[src/rtl/freq_meter_ctrl_pkg.sv]
// freq_meter_pkg: shared types and defaults for the gated edge-count
// frequency meter (freq_meter_ctrl and its edge_count_unit).
// Optional build macro used by the other files: FREQ_METER_SAT_EN.

package freq_meter_pkg;

  // Default widths of the edge counter/result and the window down-counter.
  localparam int COUNT_W_DEF = 32;
  localparam int WIN_W_DEF   = 32;

  // Controller states; encodings are fixed so debug views stay stable.
  typedef enum logic [1:0] {
    ST_IDLE    = 2'd0,
    ST_CLEAR   = 2'd1,
    ST_MEASURE = 2'd2,
    ST_DONE    = 2'd3
  } fm_state_e;

  // True in every state that belongs to an accepted measurement.
  function automatic logic fm_is_busy(input fm_state_e st);
    return (st != ST_IDLE);
  endfunction

  // True in the single cycle that publishes a finished measurement.
  function automatic logic fm_is_done(input fm_state_e st);
    return (st == ST_DONE);
  endfunction

endpackage : freq_meter_pkg

[src/rtl/freq_meter_ctrl_if.sv]
// freq_meter_ctrl_if: request/result bundle of the frequency meter.
// The master side issues start/abort/window_len, the slave side (the
// meter) returns busy/done and the captured result.
// With FREQ_METER_SAT_EN defined the bundle also carries the captured
// overflow flag of the saturating counter.

interface freq_meter_ctrl_if
  import freq_meter_pkg::*;
#(
  parameter int COUNT_W = COUNT_W_DEF,
  parameter int WIN_W   = WIN_W_DEF
);

  logic               start;
  logic               abort;
  logic [WIN_W-1:0]   window_len;
  logic               busy;
  logic               done;
  logic               count_valid;
  logic [COUNT_W-1:0] count_out;
`ifdef FREQ_METER_SAT_EN
  logic               overflow;
`endif

`ifdef FREQ_METER_SAT_EN
  modport master (
    output start, abort, window_len,
    input  busy, done, count_valid, count_out, overflow
  );

  modport slave (
    input  start, abort, window_len,
    output busy, done, count_valid, count_out, overflow
  );
`else
  modport master (
    output start, abort, window_len,
    input  busy, done, count_valid, count_out
  );

  modport slave (
    input  start, abort, window_len,
    output busy, done, count_valid, count_out
  );
`endif

endinterface : freq_meter_ctrl_if

[src/rtl/freq_meter_ctrl_edge_count_unit.sv]
// edge_count_unit: samples the measured signal, detects rising edges and
// counts them while enabled. clear_i has priority over counting.
// Without FREQ_METER_SAT_EN the counter wraps modulo 2^COUNT_W; with
// FREQ_METER_SAT_EN it sticks at the all-ones value and raises
// overflow_o when a further increment is attempted.

module edge_count_unit
  import freq_meter_pkg::*;
#(
  parameter int COUNT_W = COUNT_W_DEF
) (
  input  logic               clk_i,
  input  logic               rst_i,
  input  logic               sig_i,
  input  logic               clear_i,
  input  logic               en_i,
`ifdef FREQ_METER_SAT_EN
  output logic               overflow_o,
`endif
  output logic [COUNT_W-1:0] count_o
);

  logic               sig_q;
  logic               rise_s;
  logic [COUNT_W-1:0] cnt_q;
  logic [COUNT_W-1:0] cnt_d;
`ifdef FREQ_METER_SAT_EN
  localparam logic [COUNT_W-1:0] CNT_MAX = {COUNT_W{1'b1}};
  logic               ovf_q;
  logic               ovf_d;
`endif

  // Rising edge: high now, low in the previous cycle.
  assign rise_s = sig_i & ~sig_q;

  // Next counter value: clear first, otherwise count qualified edges.
  always_comb begin
    cnt_d = cnt_q;
`ifdef FREQ_METER_SAT_EN
    ovf_d = ovf_q;
`endif
    if (clear_i) begin
      cnt_d = {COUNT_W{1'b0}};
`ifdef FREQ_METER_SAT_EN
      ovf_d = 1'b0;
`endif
    end else if (en_i && rise_s) begin
`ifdef FREQ_METER_SAT_EN
      if (cnt_q == CNT_MAX) begin
        cnt_d = cnt_q;
        ovf_d = 1'b1;
      end else begin
        cnt_d = cnt_q + {{(COUNT_W-1){1'b0}}, 1'b1};
      end
`else
      cnt_d = cnt_q + {{(COUNT_W-1){1'b0}}, 1'b1};
`endif
    end else begin
      cnt_d = cnt_q;
    end
  end

  // Sample the input every cycle and update the counter state.
  always_ff @(posedge clk_i) begin
    if (rst_i) begin
      sig_q <= 1'b0;
      cnt_q <= {COUNT_W{1'b0}};
`ifdef FREQ_METER_SAT_EN
      ovf_q <= 1'b0;
`endif
    end else begin
      sig_q <= sig_i;
      cnt_q <= cnt_d;
`ifdef FREQ_METER_SAT_EN
      ovf_q <= ovf_d;
`endif
    end
  end

  assign count_o = cnt_q;
`ifdef FREQ_METER_SAT_EN
  assign overflow_o = ovf_q;
`endif

endmodule : edge_count_unit

[src/rtl/freq_meter_ctrl.sv]
// freq_meter_ctrl: gated edge-count measurement controller.
// A start in IDLE latches window_len, one CLEAR cycle zeroes the edge
// counter, MEASURE counts rising edges of sig_i for window_len cycles,
// and DONE captures the count into count_out and raises count_valid.
// abort leaves CLEAR/MEASURE without a result; rst_i overrides all.
// Build macro: FREQ_METER_SAT_EN (saturating counter plus overflow flag).
// All outputs come from registers or the registered state.

module freq_meter_ctrl
  import freq_meter_pkg::*;
#(
  parameter int COUNT_W = COUNT_W_DEF,
  parameter int WIN_W   = WIN_W_DEF
) (
  input  logic                 clk_i,
  input  logic                 rst_i,
  input  logic                 sig_i,
  freq_meter_ctrl_if.slave     bus
);

  fm_state_e          state_q;
  fm_state_e          state_d;
  logic [WIN_W-1:0]   win_rem_q;
  logic [WIN_W-1:0]   win_rem_d;
  logic               count_valid_q;
  logic               count_valid_d;
  logic [COUNT_W-1:0] count_out_q;
  logic [COUNT_W-1:0] count_out_d;
  logic [COUNT_W-1:0] edge_cnt_s;
  logic               cnt_clear_s;
  logic               cnt_en_s;
`ifdef FREQ_METER_SAT_EN
  logic               overflow_q;
  logic               overflow_d;
  logic               edge_ovf_s;
`endif

  // The counter is zeroed in CLEAR even when that cycle is aborted, and
  // an edge in an aborted MEASURE cycle is not counted.
  assign cnt_clear_s = (state_q == ST_CLEAR);
  assign cnt_en_s    = (state_q == ST_MEASURE) && !bus.abort;

  edge_count_unit #(
    .COUNT_W (COUNT_W)
  ) u_edge_count (
    .clk_i      (clk_i),
    .rst_i      (rst_i),
    .sig_i      (sig_i),
    .clear_i    (cnt_clear_s),
    .en_i       (cnt_en_s),
`ifdef FREQ_METER_SAT_EN
    .overflow_o (edge_ovf_s),
`endif
    .count_o    (edge_cnt_s)
  );

  // Next state, window countdown and result capture.
  always_comb begin
    state_d       = state_q;
    win_rem_d     = win_rem_q;
    count_valid_d = count_valid_q;
    count_out_d   = count_out_q;
`ifdef FREQ_METER_SAT_EN
    overflow_d    = overflow_q;
`endif
    case (state_q)
      ST_IDLE: begin
        // abort is meaningless here; start alone decides.
        if (bus.start) begin
          state_d   = ST_CLEAR;
          win_rem_d = bus.window_len;
        end else begin
          state_d   = ST_IDLE;
        end
      end
      ST_CLEAR: begin
        count_valid_d = 1'b0;
        if (bus.abort) begin
          state_d = ST_IDLE;
        end else if (win_rem_q == {WIN_W{1'b0}}) begin
          // Zero-length window: report an empty count straight away.
          state_d = ST_DONE;
        end else begin
          state_d = ST_MEASURE;
        end
      end
      ST_MEASURE: begin
        if (bus.abort) begin
          state_d = ST_IDLE;
        end else begin
          win_rem_d = win_rem_q - {{(WIN_W-1){1'b0}}, 1'b1};
          // Leaving on the last window cycle still counts its edge.
          if (win_rem_q == {{(WIN_W-1){1'b0}}, 1'b1}) begin
            state_d = ST_DONE;
          end else begin
            state_d = ST_MEASURE;
          end
        end
      end
      ST_DONE: begin
        count_out_d   = edge_cnt_s;
        count_valid_d = 1'b1;
`ifdef FREQ_METER_SAT_EN
        overflow_d    = edge_ovf_s;
`endif
        state_d       = ST_IDLE;
      end
      default: begin
        state_d = ST_IDLE;
      end
    endcase
  end

  // State and result registers with synchronous reset.
  always_ff @(posedge clk_i) begin
    if (rst_i) begin
      state_q       <= ST_IDLE;
      win_rem_q     <= {WIN_W{1'b0}};
      count_valid_q <= 1'b0;
      count_out_q   <= {COUNT_W{1'b0}};
`ifdef FREQ_METER_SAT_EN
      overflow_q    <= 1'b0;
`endif
    end else begin
      state_q       <= state_d;
      win_rem_q     <= win_rem_d;
      count_valid_q <= count_valid_d;
      count_out_q   <= count_out_d;
`ifdef FREQ_METER_SAT_EN
      overflow_q    <= overflow_d;
`endif
    end
  end

  assign bus.busy        = fm_is_busy(state_q);
  assign bus.done        = fm_is_done(state_q);
  assign bus.count_valid = count_valid_q;
  assign bus.count_out   = count_out_q;
`ifdef FREQ_METER_SAT_EN
  assign bus.overflow    = overflow_q;
`endif

endmodule : freq_meter_ctrl

[src/flat_wrapper.sv]
// flat-port wrapper written by rule: the top's interface ports become plain ports
module freq_meter_ctrl_flat import freq_meter_pkg::*;
#(
  parameter int COUNT_W = COUNT_W_DEF,
  parameter int WIN_W   = WIN_W_DEF
)
  (clk_i, rst_i, sig_i, bus_start, bus_abort, bus_window_len, bus_busy, bus_done, bus_count_valid, bus_count_out);
  freq_meter_ctrl_if #(.COUNT_W(COUNT_W), .WIN_W(WIN_W)) bus_i ();
  input  logic clk_i;
  input  logic rst_i;
  input  logic sig_i;
  input wire logic [$bits(bus_i.start)-1:0] bus_start;
  input wire logic [$bits(bus_i.abort)-1:0] bus_abort;
  input wire logic [$bits(bus_i.window_len)-1:0] bus_window_len;
  output wire logic [$bits(bus_i.busy)-1:0] bus_busy;
  output wire logic [$bits(bus_i.done)-1:0] bus_done;
  output wire logic [$bits(bus_i.count_valid)-1:0] bus_count_valid;
  output wire logic [$bits(bus_i.count_out)-1:0] bus_count_out;
  assign bus_i.start = bus_start;
  assign bus_i.abort = bus_abort;
  assign bus_i.window_len = bus_window_len;
  assign bus_busy = bus_i.busy;
  assign bus_done = bus_i.done;
  assign bus_count_valid = bus_i.count_valid;
  assign bus_count_out = bus_i.count_out;
  freq_meter_ctrl #(.COUNT_W(COUNT_W), .WIN_W(WIN_W)) u_core (.clk_i(clk_i), .rst_i(rst_i), .sig_i(sig_i), .bus(bus_i));
endmodule
[config.mk]
export PLATFORM = sky130hd
export DESIGN_NAME = freq_meter_ctrl_flat
export DESIGN_NICKNAME = d
export VERILOG_FILES = /design/src/rtl/freq_meter_ctrl_pkg.sv /design/src/rtl/freq_meter_ctrl_if.sv /design/src/rtl/freq_meter_ctrl_edge_count_unit.sv /design/src/rtl/freq_meter_ctrl.sv /design/src/flat_wrapper.sv
export SDC_FILE = /design/constraint.sdc
export NUM_CORES = 1
export LEC_CHECK = 0
export CORE_MARGIN = 2
export CORE_UTILIZATION = 54
export CTS_CLUSTER_SIZE = 30
export DETAILED_ROUTE_END_ITERATION = 12
export GPL_ROUTABILITY_DRIVEN = 1
export GPL_TIMING_DRIVEN = 0
export PLACE_DENSITY = 0.79
export SLEW_MARGIN = 10
export SYNTH_ARGS = -nofsm -noshare
export SYNTH_HDL_FRONTEND = slang
export SYNTH_SLANG_ARGS = --single-unit
[constraint.sdc]
create_clock -name clk_i -period 2.7 [get_ports clk_i]
set_input_delay 0.405 -clock clk_i [delete_from_list [all_inputs] [get_ports clk_i]]
set_output_delay 0.405 -clock clk_i [all_outputs]
set_load 0.02 [all_outputs]
### Yosys cells after proc, flatten, opt, wreduce, memory -nomap -nowiden

Cells that the tools add are included.

| storage, ports and cells | value |
|---|---|
| output and inout port bits | 35 |
| flip-flop bits (word level) | 100 |
| input bits | 37 |
| logic and storage cells | 36 |

| operators by class | value |
|---|---|
| bitwise logic cells | 2 |
| reductions and logical operators | 10 |
| add/sub/neg operators | 2 |
| equal/unequal tests | 6 |
| multiplexer cells | 10 |

Operators with widths:

| kind | number |
|---|---|
| $mux W32 | 2 |
| $pmux W32 S2 | 1 |
| $add A32 B1 Y32 const B | 1 |
| $eq A32 B1 Y1 const B | 1 |
| $logic_not A32 Y1 | 1 |
| $sub A32 B1 Y32 const B | 1 |
| $pmux W2 S4 | 1 |
| $reduce_bool A2 Y1 | 3 |
| $eq A2 B2 Y1 const B | 2 |
| $mux W2 | 2 |
| $ne A2 B2 Y1 const B | 2 |
| $mux W1 | 3 |
| $reduce_and A3 Y1 | 1 |
| $eq A2 B1 Y1 const B | 1 |
| $logic_and A1 B1 Y1 | 2 |
| $logic_not A2 Y1 | 1 |
| $pmux W1 S2 | 1 |
| $reduce_or A2 Y1 | 1 |
| $and A1 B1 Y1 | 1 |
| $logic_not A1 Y1 | 1 |
| $not A1 Y1 | 1 |

### Logic depth before layout (Yosys ltp)

| depth | value |
|---|---|
| depth after elaboration | 4 |
| mapped depth | 8 |
| depth with buffers taken out | 7 |

### By module

Synthesis repeated with hierarchy kept, for this count alone.

| unflattened totals | value |
|---|---|
| cells, all modules | 639 |
| area, all modules | 4996.0 um2 |

By module, submodules not included:

| module | sequential area each (um2) | area an instance (um2) | times used | cells each |
|---|---|---|---|---|
| freq_meter_ctrl | 1341.3 | 3349.5 | 1 | 442 |
| edge_count_unit | 660.6 | 1646.6 | 1 | 197 |

### Worst setup path after synthesis

OpenSTA, ideal clock, no wires.

| timing | value |
|---|---|
| path type | reg-to-reg |
| start | reg u_core.win_rem_q[0] |
| end | reg u_core.win_rem_q[22] |
| path buffers | 0 |
| period minus slack after synthesis | 2.200 ns |
| library setup time | 0.122 ns |
| data required time | 2.578 ns |
| cell stages (with the launch flop) | 8 |
| data arrival time | 2.078 ns |
| path slack | 0.500 ns |
| cell sequence | dfxtp_1 -> inv_1 -> ha_1 -> or4b_1 -> nor4_4 -> nand2_1 -> o311a_1 -> a311o_1 |

| on the way | value |
|---|---|
| word-level cells in the longest chain between the ends | 3 |

RTL lines:

| what | line | RTL |
|---|---|---|
| from (decl) | freq_meter_ctrl.sv:23 | `logic [WIN_W-1:0] win_rem_q;` |
| from (signal assigned) | freq_meter_ctrl.sv:118 | `win_rem_q <= {WIN_W{1'b0}};` |
| from (signal assigned) | freq_meter_ctrl.sv:126 | `win_rem_q <= win_rem_d;` |
| $sub A32 B1 Y32 | freq_meter_ctrl.sv:91 | `win_rem_d = win_rem_q - {{(WIN_W-1){1'b0}}, 1'b1};` |
| $mux W32 | freq_meter_ctrl.sv:88 | `if (bus.abort) begin` |
| $pmux W32 S2 | freq_meter_ctrl.sv:66 | `case (state_q)` |

No other way between the ends. The select of a mux whose other input is x is not followed.
A chain may end at the register's enable or synchronous reset.

### Worst setup path after layout

Same ends and word-level chain as after synthesis.

==> impl_summary.txt <==
----------------------------------------------------
[Status]
  Status ... finished, final reports clean

[Routing]
  Vias after detailed routing ... 4969
  Total length of routed wires ... around 14 mm
  Average wire length per cell after detail routing ... 16.9 um
  DRT iter0 DRCs ... 225
  Final ANT Viol Nets ... 0
  Post-detailed-route DRC marker count ... 0
  TritonRoute pass-1 iters ... 5
  Per-cell via count in the routed design ... ~6.1

[Synthesis]
  Most instantiated library cell after synthesis ... sky130_fd_sc_hd__nand2_1
  Count of flip-flops with a built-in enable after synthesis ... 0
  Area fraction in and, or, nand and nor cells after synthesis ... 29.6%
  Largest family of logic cells by synthesized area ... simple AND/OR/NAND/NOR gates
  Cell types with the highest counts after synthesis ... 106 x sky130_fd_sc_hd__nand2_1, 100 x sky130_fd_sc_hd__dfxtp_1, 76 x sky130_fd_sc_hd__a21oi_1
  Synthesis Warnings ... 0
  Synth top area share ... 40.8%
  Syn avg cell area ... 7.87 um^2
  Mapped cell area ... about 5000 um^2
  Net count of the mapped netlist ... 663
  Number of distinct library cell variants in the gate-level netlist after synthesis ... 62
  XOR/XNOR Fraction of Synth Area ... under 10%
  Compound-gate portion of the synthesized area ... 19.8%
  Synth Area in Adders ... 0.765%
  Sequential area share after synthesis ... between 40% and 50%
  Top cell type by total area after synthesis ... sky130_fd_sc_hd__dfxtp_1
  FF+latch count, synth ... 100
  Cell types with the largest area share after synthesis ... sky130_fd_sc_hd__dfxtp_1 41%, sky130_fd_sc_hd__nand2_1 8.1%, sky130_fd_sc_hd__a21oi_1 7.8%, sky130_fd_sc_hd__nor2_1 4.1%, sky130_fd_sc_hd__o21ai_0 3.4%
  Asr flop ratio synth ... 0%
  Syn Inst Count ... 623
  Commonest register cell after synthesis ... sky130_fd_sc_hd__dfxtp_1
  Multiplexer fraction of the synthesized cell area ... 1.51%

[Cells and area]
  Syn-to-layout area delta ... 21.2%
  Final non-filler cell area ... between 5000 and 6000 um^2
  Total inserted antenna cells ... 0
  Share of cells above drive strength 1 ... 5.93%
  Final net count ... 743
  Fillcell total ... 750
  Final cell utilization of the core ... 67.8%

[Critical path]
  Setup Crit Path Kind ... register to register
  Worst EP arrival ... 2820 ps
  Peak per-stage delay on the critical path ... 560 ps
  Cell at the slowest stage of the critical path ... sky130_fd_sc_hd__or4b_4
  Cells along the critical path ... inv_1, ha_1, or4b_4, nor4_4, buf_4, nand2_1, o311a_1, a311o_1
  Startpoint Class ... register
  CP Capture Type ... register
  Critical Path Fanout Max ... 5
  Worst endpoint required time ... 2970 ps

[Timing]
  Setup slack after layout ... 147 ps
  Final setup vio count ... 0
  Relative slew slack ... 25.2%
  Peak Freq ... 392 MHz
  Final slew viol count ... 0
  Worst Tran Pin Value ... 1110 ps
  Unrepaired setup endpoints after global routing ... false
  Min Clock Period, post-route ... 2550 ps
  Final worst hold slack ... 355 ps
  Final Cycle Share ... a little over nine tenths
  Accumulated negative setup slack ... 0 ps
  Setup Skew ... roughly 13 ps
  Final number of hold-violating endpoints ... 0

[Place]
  Final HPWL from detailed placement ... 9.83 mm
  Count of input and output buffers ... 69
  Post-Place Cell Area ... 5730 um^2
  Gp weighted congestion ... 0.920
  Minimum setup slack after placement ... 24.5 ps

[Global route]
  Global router's overall resource usage ... 27.9%
  First-pass GRT wire length ... 22.5 mm
  Largest net degree at the start of global routing ... 20
  Total congestion overflow ... 0
  Initial antenna violation count ... 0
  Via count of the first global-routing pass ... 4756

[Die]
  Placeable core region ... between 8000 and 9000 um^2
  Number of top-level design ports ... 72
  Placement Rows ... 34
  Die area ... 9860 um^2
  Initial cell density of the core ... 56.0%
  X dimension of the die ... 99.3 um
  Die height ... 99.3 um

[Clock tree]
  Clock sink count ... 100
  Count of H-tree levels built during CTS ... 3
  Maximum number of buffers from clock root to sink ... 2
  CTS tree ... yes
  Number of buffers inserted during clock tree synthesis ... 9
  Library cell used as clock root buffer ... sky130_fd_sc_hd__clkbuf_8
  Clock latency reported for the late side of the worst-skew pair ... 380 ps
  Post-CTS clock slew at the launch and capture registers of the worst setup and hold paths ... 110 ps
  # hold bufs at CTS ... 0

[Min path]
  Tightest Hold Check Type ... input port to register

[Power and ir drop]
  Worst vdd rail ir drop ... 0.291 mV
  Power density of the placed cells ... 508 nW/um^2
  Leakage component of the power ... roughly 2.0 nW

[Run]
  Max-cap viol count ... 0

----------------------------------------------------
-- worst max-delay path: cells and delay by family (launching register included) --
family / cells / cell delay (ps)
DFF: 1 / 360
AOI/OAI and AO/OA: 2 / 610
adders and majority gates: 1 / 260
buffers and inverters: 2 / 300
and+or+nand+nor: 3 / 920
-- sequential cells by signal (all words and copies together), names as in the netlist --
name	cells
u_core.bus.count_out	32
u_core.bus.count_valid	1
u_core.state_q	2
u_core.u_edge_count.count_o	32
u_core.u_edge_count.sig_q	1
u_core.win_rem_q	32
-- worst paths after layout --
path	startpoint	endpoint	slack, ps	cells past startpoint
hold / removal	bus_abort	u_core.state_q[1]	360	2
hold reg to reg	u_core.bus.count_out[27]	u_core.bus.count_out[27]	460	2
setup reg to reg	u_core.win_rem_q[0]	u_core.win_rem_q[22]	150	8
setup / recovery	u_core.win_rem_q[0]	u_core.win_rem_q[22]	150	8
-- cell families after synthesis --
kind of cell | Yosys count
buffers and inverters | 52
muxes | 7
xor gates and xnor gates | 19
and+or+nand+nor | 281
adders and majority gates | 3
AOI/OAI and AO/OA | 161
DFF | 100
-- what timing repair did --
item,in CTS,in global routing
resized for setup,0,2
buffers inserted,0,1
setup endpoints to repair,1,2
pin swaps,0,1
endpoints found under the hold margin,0,0
-- stage by stage --
step           power [mW]  instances
3_5_place_dp         2.05        800
4_1_cts              3.01        815
6_report             3.02        816
3_3_place_gp         2.04        800
5_1_grt              3.12        816
2_1_floorplan        1.89        623
-- power by group --
| group | switching (mW) | internal (mW) | leakage, nW |
|---|---|---|---|
| Sequential | 0.0494 | 1.52 | 0.812 |
| Combinational | 0.285 | 0.191 | 1.07 |
| Clock | 0.590 | 0.390 | 0.104 |
-- layer usage --
layer	global-route usage, %	up-vias	part of all wire, %
met2	46.7	233	47
met4	9.69	0	2.3
met3	5.62	26	7.8
met1	36.0	2325	42
li1	-	2385	-
met5	0	-	0
-- area by class of cell --
cell class | count | area (um^2) | area share [%]
sequential | 100 | 2000 | 33.7
timing repair buffer | 70 | 698 | 11.7
tap | 108 | 135 | 2.27
multi-input combinational | 471 | 2710 | 45.5
buffer | 40 | 156 | 2.63
inverter | 11 | 45.0 | 0.758
clock buffer | 10 | 138 | 2.32
clock inverter | 6 | 65.1 | 1.09
-- placed cells by master (no fill, tap or decap), types with 4 or more instances in the layout --
cell,instances
sky130_fd_sc_hd__dfxtp_1,100
sky130_fd_sc_hd__clkdlybuf4s50_1,69
sky130_fd_sc_hd__xor2_1,7
sky130_fd_sc_hd__or3_1,16
sky130_fd_sc_hd__clkbuf_1,34
sky130_fd_sc_hd__and4_1,4
sky130_fd_sc_hd__nand2b_1,8
sky130_fd_sc_hd__or4_1,5
sky130_fd_sc_hd__a22oi_1,6
sky130_fd_sc_hd__nand3_1,19
sky130_fd_sc_hd__nand2_1,106
sky130_fd_sc_hd__and3_1,5
sky130_fd_sc_hd__inv_1,10
sky130_fd_sc_hd__xnor2_1,12
sky130_fd_sc_hd__nand4_1,10
sky130_fd_sc_hd__clkbuf_8,10
sky130_fd_sc_hd__a211oi_1,6
sky130_fd_sc_hd__o31ai_1,4
sky130_fd_sc_hd__nor3_1,18
sky130_fd_sc_hd__a21oi_1,76
sky130_fd_sc_hd__nor2_1,53
sky130_fd_sc_hd__mux2i_1,4
sky130_fd_sc_hd__a221oi_1,5
sky130_fd_sc_hd__nor4_1,10
sky130_fd_sc_hd__o21ai_0,33
sky130_fd_sc_hd__a31oi_1,5
sky130_fd_sc_hd__buf_2,5
No activity file was read; power rests on OpenSTA's default activity.
